`src/rtl/sr_latch_bank_sequencer_if.sv`:
```
// Request/completion interface of the SR latch bank sequencer.
//   req_valid/req_ready : one-at-a-time request handshake
//   req_op              : 00 NOP, 01 SET, 10 RESET, 11 TOGGLE
//   req_idx             : target latch index
//   busy                : sequencer is not idle
//   done                : one-cycle completion strobe
//   err                 : Q check result, meaningful only while done=1
interface sr_latch_bank_sequencer_if #(
    parameter int IDX_W = 2
);
    logic             req_valid;
    logic             req_ready;
    logic [1:0]       req_op;
    logic [IDX_W-1:0] req_idx;
    logic             busy;
    logic             done;
    logic             err;

    modport master (
        output req_valid, req_op, req_idx,
        input  req_ready, busy, done, err
    );

    modport slave (
        input  req_valid, req_op, req_idx,
        output req_ready, busy, done, err
    );
endinterface

```
`src/rtl/sr_latch_bank_sequencer.sv`:
```
// Sequences set/reset/toggle writes into a bank of N gated SR latches.
// Each write drives S or R for the target latch, pulses E, holds S/R, then
// compares the latch Q feedback against the intended value.
// Ports:
//   clk    : rising-edge clock
//   reset  : asynchronous, active-high reset
//   req    : request/completion interface (slave side)
//   q_in   : Q outputs of the latch bank
//   s_out  : per-latch S
//   r_out  : per-latch R
//   e_out  : per-latch E (gate)
//
// state | meaning
// IDLE  | waiting for a request, req_ready=1
// SETUP | S or R of the target latch stable, E low
// PULSE | E of the target latch high
// HOLD  | E low again, S or R still held
// CHECK | done strobe, err reports Q mismatch / bad index
module sr_latch_bank_sequencer #(
    parameter int N         = 4,
    parameter int IDX_W     = 2,
    parameter int SETUP_CYC = 1,
    parameter int PULSE_CYC = 2,
    parameter int HOLD_CYC  = 1
) (
    input  logic                          clk,
    input  logic                          reset,
    sr_latch_bank_sequencer_if.slave      req,
    input  logic [N-1:0]                  q_in,
    output logic [N-1:0]                  s_out,
    output logic [N-1:0]                  r_out,
    output logic [N-1:0]                  e_out
);

    localparam int MAX_CYC_A = (SETUP_CYC > PULSE_CYC) ? SETUP_CYC : PULSE_CYC;
    localparam int MAX_CYC   = (MAX_CYC_A > HOLD_CYC) ? MAX_CYC_A : HOLD_CYC;
    localparam int CNT_W     = (MAX_CYC > 1) ? $clog2(MAX_CYC) : 1;
    localparam logic [IDX_W:0] N_LIM = (IDX_W + 1)'(N);

    localparam logic [1:0] OP_NOP    = 2'b00;
    localparam logic [1:0] OP_SET    = 2'b01;
    localparam logic [1:0] OP_TOGGLE = 2'b11;

    typedef enum logic [2:0] {IDLE, SETUP, PULSE, HOLD, CHECK} state_t;

    state_t           state, state_nxt;
    logic [CNT_W-1:0] cnt, cnt_nxt;
    logic [IDX_W-1:0] idx_r, idx_nxt;
    // set_r selects S (1) or R (0) and doubles as the expected Q value.
    logic             set_r, set_nxt;
    logic             err_r, err_nxt;
    logic             idx_ok;
    logic             q_sel;
    logic [N-1:0]     onehot;

    always_ff @(posedge clk or posedge reset) begin
        if (reset) begin
            state <= IDLE;
            cnt   <= '0;
            idx_r <= '0;
            set_r <= 1'b0;
            err_r <= 1'b0;
        end else begin
            state <= state_nxt;
            cnt   <= cnt_nxt;
            idx_r <= idx_nxt;
            set_r <= set_nxt;
            err_r <= err_nxt;
        end
    end

    assign idx_ok = {1'b0, req.req_idx} < N_LIM;
    assign q_sel  = q_in[req.req_idx];

    always_comb begin
        state_nxt = state;
        cnt_nxt   = cnt;
        idx_nxt   = idx_r;
        set_nxt   = set_r;
        err_nxt   = err_r;
        case (state)
            IDLE: begin
                if (req.req_valid) begin
                    idx_nxt = req.req_idx;
                    if (!idx_ok) begin
                        state_nxt = CHECK;
                        err_nxt   = 1'b1;
                    end else if (req.req_op == OP_NOP) begin
                        state_nxt = CHECK;
                        err_nxt   = 1'b0;
                    end else begin
                        // TOGGLE resolves against Q captured at acceptance.
                        set_nxt   = (req.req_op == OP_SET) ||
                                    ((req.req_op == OP_TOGGLE) && !q_sel);
                        state_nxt = SETUP;
                        cnt_nxt   = CNT_W'(SETUP_CYC - 1);
                        err_nxt   = 1'b0;
                    end
                end
            end
            SETUP: begin
                if (cnt == '0) begin
                    state_nxt = PULSE;
                    cnt_nxt   = CNT_W'(PULSE_CYC - 1);
                end else begin
                    cnt_nxt = cnt - 1'b1;
                end
            end
            PULSE: begin
                if (cnt == '0) begin
                    state_nxt = HOLD;
                    cnt_nxt   = CNT_W'(HOLD_CYC - 1);
                end else begin
                    cnt_nxt = cnt - 1'b1;
                end
            end
            HOLD: begin
                if (cnt == '0) begin
                    state_nxt = CHECK;
                    err_nxt   = (q_in[idx_r] != set_r);
                end else begin
                    cnt_nxt = cnt - 1'b1;
                end
            end
            CHECK: state_nxt = IDLE;
            default: state_nxt = IDLE;
        endcase
    end

    // All latch controls decode from registered state so reset clears them
    // immediately, and S/R/E share one one-hot so S=R=1 cannot occur.
    always_comb begin
        onehot = '0;
        if (state == SETUP || state == PULSE || state == HOLD) begin
            onehot = N'(1) << idx_r;
        end
    end

    assign s_out         = set_r ? onehot : '0;
    assign r_out         = set_r ? '0 : onehot;
    assign e_out         = (state == PULSE) ? onehot : '0;
    assign req.req_ready = (state == IDLE);
    assign req.busy      = (state != IDLE);
    assign req.done      = (state == CHECK);
    assign req.err       = (state == CHECK) && err_r;

endmodule
```
`src/flat_wrapper.sv`:
```
// flat-port wrapper written by rule: the top's interface ports become plain ports
module sr_latch_bank_sequencer_flat 
#(
    parameter int N         = 4,
    parameter int IDX_W     = 2,
    parameter int SETUP_CYC = 1,
    parameter int PULSE_CYC = 2,
    parameter int HOLD_CYC  = 1
)
  (clk, reset, q_in, s_out, r_out, e_out, req_req_valid, req_req_op, req_req_idx, req_req_ready, req_busy, req_done, req_err);
  sr_latch_bank_sequencer_if #(.IDX_W(IDX_W)) req_i ();
  input  logic clk;
  input  logic reset;
  input  logic [N-1:0] q_in;
  output logic [N-1:0] s_out;
  output logic [N-1:0] r_out;
  output logic [N-1:0] e_out;
  input wire logic [$bits(req_i.req_valid)-1:0] req_req_valid;
  input wire logic [$bits(req_i.req_op)-1:0] req_req_op;
  input wire logic [$bits(req_i.req_idx)-1:0] req_req_idx;
  output wire logic [$bits(req_i.req_ready)-1:0] req_req_ready;
  output wire logic [$bits(req_i.busy)-1:0] req_busy;
  output wire logic [$bits(req_i.done)-1:0] req_done;
  output wire logic [$bits(req_i.err)-1:0] req_err;
  assign req_i.req_valid = req_req_valid;
  assign req_i.req_op = req_req_op;
  assign req_i.req_idx = req_req_idx;
  assign req_req_ready = req_i.req_ready;
  assign req_busy = req_i.busy;
  assign req_done = req_i.done;
  assign req_err = req_i.err;
  sr_latch_bank_sequencer #(.N(N), .IDX_W(IDX_W), .SETUP_CYC(SETUP_CYC), .PULSE_CYC(PULSE_CYC), .HOLD_CYC(HOLD_CYC)) u_core (.clk(clk), .reset(reset), .req(req_i), .q_in(q_in), .s_out(s_out), .r_out(r_out), .e_out(e_out));
endmodule
```
`config.mk`:
```
export PLATFORM = sky130hd
export DESIGN_NAME = sr_latch_bank_sequencer_flat
export DESIGN_NICKNAME = d
export VERILOG_FILES = /design/src/rtl/sr_latch_bank_sequencer_if.sv /design/src/rtl/sr_latch_bank_sequencer.sv /design/src/flat_wrapper.sv
export SDC_FILE = /design/constraint.sdc
export NUM_CORES = 1
export LEC_CHECK = 0
export BUFFER_PORTS_ARGS = -buffer_cell sky130_fd_sc_hd__buf_2
export CAP_MARGIN = 20
export CORE_AREA = 2 2 39 41
export DETAILED_ROUTE_END_ITERATION = 10
export DIE_AREA = 0 0 41 43
export MAX_ROUTING_LAYER = met4
export PLACE_DENSITY = 0.83
export SLEW_MARGIN = 30
export SYNTH_ARGS = -nofsm -noshare
export SYNTH_HDL_FRONTEND = slang
export SYNTH_SLANG_ARGS = --single-unit
```
`constraint.sdc`:
```
create_clock -name clk -period 3.31 [get_ports clk]
set_clock_uncertainty 0.15 [all_clocks]
set_input_delay 0.4965 -clock clk [delete_from_list [all_inputs] [get_ports clk]]
set_output_delay 0.4965 -clock clk [all_outputs]
set_load 0.02 [all_outputs]
```
# Word level (Yosys, flattened, before mapping)
# Cells that the tools add are included.
# classes
n_eq_ne	12
reduce_logical	17
shift	1
magnitude_cmp	2
addsub	1
n_bitwise	1
muxes	22
div	0
n_mul	0
# op_table
operator	count
2-to-1 mux 4 bit	4
2-to-1 mux 3 bit	5
one-hot mux 3 bit (4 select lines)	1
inequality test 2 bit, second input constant	5
AND reduction 3 bit	3
2-to-1 mux 1 bit	8
== test 3 x 2 -> 1 bit, second input constant	2
< comparator 2 x 3 -> 1 bit, second input constant	2
nonzero test 3 bit	2
binary-select mux 1 bit (select 2 bit)	2
AND reduction 4 bit	1
left shift 1 x 2 -> 4 bit, first input constant	1
== test 3 x 1 -> 1 bit, second input constant	1
== test 3 bit, second input constant	1
zero test 3 bit	1
logical OR 1 bit	3
one-hot mux 1 bit (3 select lines)	1
== test 2 x 1 -> 1 bit, second input constant	1
== test 2 bit, second input constant	1
logical AND 1 bit	2
zero test 2 bit	1
one-hot mux 1 bit (2 select lines)	1
AND reduction 2 bit	1
nonzero test 2 bit	1
5 further kinds	5
# totals
mem_count	0
mem_bits_rw	0
mem_bits_ro	0
elab_cells	61
reg_bits	8
output_inout_bits	16
inputBits	11
latchBits	0

# Logic depth before layout (Yosys ltp)
# depth
word_depth	5
depth_mapped	4
mapped_depth_nobuf	3

# Worst setup path after synthesis
# Ideal clock, no wire load.
# synth_path
path_type	reg2out
from	register u_core.state[2]
to	output r_out[0]
path_stages_with_launch	4
required_time_ps	2663
setup_slack_ps	1231
t_arrival_ps	1432
n_path_buf	1
cell_sequence	dfrtp_1 -> clkbuf_1 -> or3_4 -> nor3_1
# synth_between
elab_chain_cells	5
elab_cells_between_ends	7
classes_between	eq/ne (3); mux (2); reduce/logical (2)
# synth_lines
item	line_no	rtl
start: declaration	sr_latch_bank_sequencer.sv:46	state_t state, state_nxt;
start signal: assignment	sr_latch_bank_sequencer.sv:64	state <= state_nxt;
== test 3 x 1 -> 1 bit or == test 3 x 2 -> 1 bit (tied branches)	sr_latch_bank_sequencer.sv:134	if (state == SETUP || state == PULSE || state == HOLD) begin
logical OR 1 bit	sr_latch_bank_sequencer.sv:134	
logical OR 1 bit (*)	sr_latch_bank_sequencer.sv:134	
2-to-1 mux 4 bit (*)	sr_latch_bank_sequencer.sv:134	
2-to-1 mux 4 bit (*)	sr_latch_bank_sequencer.sv:140	assign r_out = set_r ? '0 : onehot;
end: declaration	flat_wrapper.sv:16	output logic [N-1:0] r_out;
# Every way passes the cells marked *; elsewhere a longest branch is shown, timed or not.

# Worst setup path in the final report
# layout_path
from	register u_core.state[1]
to	output r_out[0]
# The elaborated chain is that of the path after synthesis.

==> metrics <==
hpwl dp 1.02 mm; worst endpoint required time 2.66 ns; WL met2 597 um; peak fanout along the critical path 11; Initial Utilization 0.426; Post-CTS Setup Inserts 0; number of synthesized register bits 8; Max Transition Viols Final 0; Setup-failing EPs final 0; Slowest cell on crit path dfrtp_1; Max Used Layer met4; met1 wire length 603 um; Worst Tran Pin Value 0.414 ns; CP cell instances nor2_1, or3_4, nor3_1, buf_2; largest net degree at the start of global routing 12; die area 1760 um2; Final min period 2.28 ns; Critical Path Source Type flop; Cell Area, Synth 589 um2; Rows 14; Yosys Warn Count 0; Pleak 0.365 nW; fmax 0.439 GHz; RSZ-0062 raised after global routing false; global-route wire length before repair 2.05 mm; total number of vias 575; Filler Cell Count 135; vias in the first global route 498; Max Cap Violations 0; Mapped Avg Cell Area 8.93 um2; CP startpoint u_core.state[1]; Worst R2R Start u_core.state[1]; Pre-antenna DRT Iters 4; violation count after the first detailed-routing iteration 13; Min-Delay Path Class input port to asynchronous set/reset pin; GRT Total Usage 0.172; met3 routed WL 94 um; Die X 41 um; worst setup margin 1.03 ns; Tcrit/Tclk final 0.689; ANT nets after route 0; initial antenna violation count 0; worst rel slew slack 0.724; clk buf depth 2; Clock transition at path regs 0.05 ns; fraction of layout cells with a size suffix above 1 0.385; Total Neg Setup Slack 0 ns; Hold Violations, Final 0; Setup Crit Path Kind flop to output port; core area 1380 um2; total wire length 1.31 mm; gpl congestion 0.850; # DRC 0; Worst path max stage delay 0.59 ns; Port Buffers 26; GRT overflow 0; clock latency at the later pin of the worst-skew pair 0.25 ns; Worst EP arrival 1.63 ns; n_diodes 0; synth unique cells 29; Num CTS Buffers 3; PwrDens 980 nW/um2; post-CTS sizing 0; status finished, final reports clean; Layout Nets 104; Die Span Y 43 um; Root Buffer clkbuf_4; CTS H-tree lvls 1; Post-Syn Nets 77; CTS sink count 8; Hold Buf Count CTS 0; Peak VDD IR 0.000473 V; Syn Inst Count 66; crit-path leading delay family simple AND/OR/NAND/NOR gates; CP Buf/Inv Count 1; P&R area growth vs syn 24.6%; sequential-to-total area share from yosys stat 0.340; Vias/cell 5.37; Setup crit end kind output port; IO Count 27; CTS tree done; drt wl/cell 12.2 um; pre-CTS WS 1.32 ns
==> report_power, final <==
part           switching, mW  total, mW  internal (mW)
clock network         0.0323     0.0737         0.0414
registers             0.0989      0.243          0.144
logic                  0.221      0.404          0.183
total                  0.352      0.720          0.368
==> synth_stat cells <==
cell type,instances,share of area
or2b_1,1,0.013
a32o_1,1,0.017
dfrtp_1,8,0.34
nand2b_1,1,0.011
nor4b_1,1,0.015
nor3_1,5,0.042
or3_4,1,0.019
nor2_1,13,0.083
nand4bb_1,1,0.019
inv_1,4,0.025
nor4b_4,1,0.040
nor2b_1,3,0.032
buf_4,1,0.013
buf_6,1,0.019
o22ai_1,1,0.011
mux2_2,2,0.038
nand3b_1,1,0.013
o21ai_0,3,0.025
a31oi_1,1,0.011
mux2i_1,1,0.017
clkbuf_1,1,0.0064
mux4_2,2,0.076
nand3_1,1,0.0085
nand2_1,5,0.032
xnor2_1,2,0.030
nor3b_1,1,0.013
a211oi_1,1,0.013
buf_2,1,0.0085
and3_1,1,0.011
==> per-layer routing <==
layer,GRT usage,up-vias
met4,0.0733,0
li1,-,281
met2,0.253,30
met1,0.231,262
met5,-,-
met3,0.0209,2
==> layout make-up <==
type / count / area (um2) / area share
flip-flops and latches: 8 / 200 / 0.273
clock buffers: 3 / 22.5 / 0.0307
multi-input cells: 50 / 347 / 0.472
well taps: 16 / 20.0 / 0.0273
inverters: 4 / 15.0 / 0.0204
repair buffers: 26 / 130 / 0.177
==> state kept, by name, indices dropped and copies added (netlist names) <==
signal,cells
u_core.idx_r,2
u_core.state,3
u_core.set_r,1
u_core.err_r,1
u_core.cnt,1
==> layout by cell type (no fill, tap or decap), types with 2 or more instances in the layout <==
cell and instances:
buf_2 26, dfrtp_1 8, mux4_2 2, nor3_1 5, nand2_1 5, inv_1 4, xnor2_1 2, o21ai_0 3
nor2_1 13, clkbuf_4 3, nor2b_1 3, mux2_2 2
==> worst register-to-register path: cells and delay by family (launching register included) <==
kind	cells	cell delay (ns)
flip-flops	1	0.52
AND/OR/NAND/NOR	1	0.45
multiplexers	1	0.38
==> final timing paths <==
kind / end / cells after the start / slack [ns]
min: u_core.state[2] / 2 / 0.04
max in group asynchronous: u_core.idx_r[0] / 2 / 2.74
min in group clk: u_core.idx_r[1] / 2 / 0.36
max reg2reg: u_core.idx_r[0] / 2 / 1.70
min reg2reg: u_core.err_r / 2 / 0.36
max: r_out[0] / 4 / 1.03
==> stage by stage <==
step	power [mW]	area (um2)	hold WS (ns)	instances	util
6_report	0.720	734	0.0363	107	0.531
5_1_grt	0.791	734	0.0566	107	0.531
4_1_cts	0.725	734	0.0395	107	0.531
3_5_place_dp	0.650	712	0.307	104	0.514
3_3_place_gp	0.637	712	0.304	104	0.514
2_1_floorplan	0.564	589	0.162	66	-
==> cell families (layout without fill, tap and decap cells) <==
| logic type | Yosys count | count (layout) | share of synthesized area |
|---|---|---|---|
| AOI/OAI and AO/OA | 7 | 7 | 0.0764 |
| DFF | 8 | 8 | 0.340 |
| xor gates and xnor gates | 2 | 2 | 0.0297 |
| muxes | 5 | 5 | 0.132 |
| buffers and inverters | 8 | 33 | 0.0722 |
| and+or+nand+nor | 36 | 36 | 0.350 |
No activity file was read; power rests on OpenSTA's default activity.
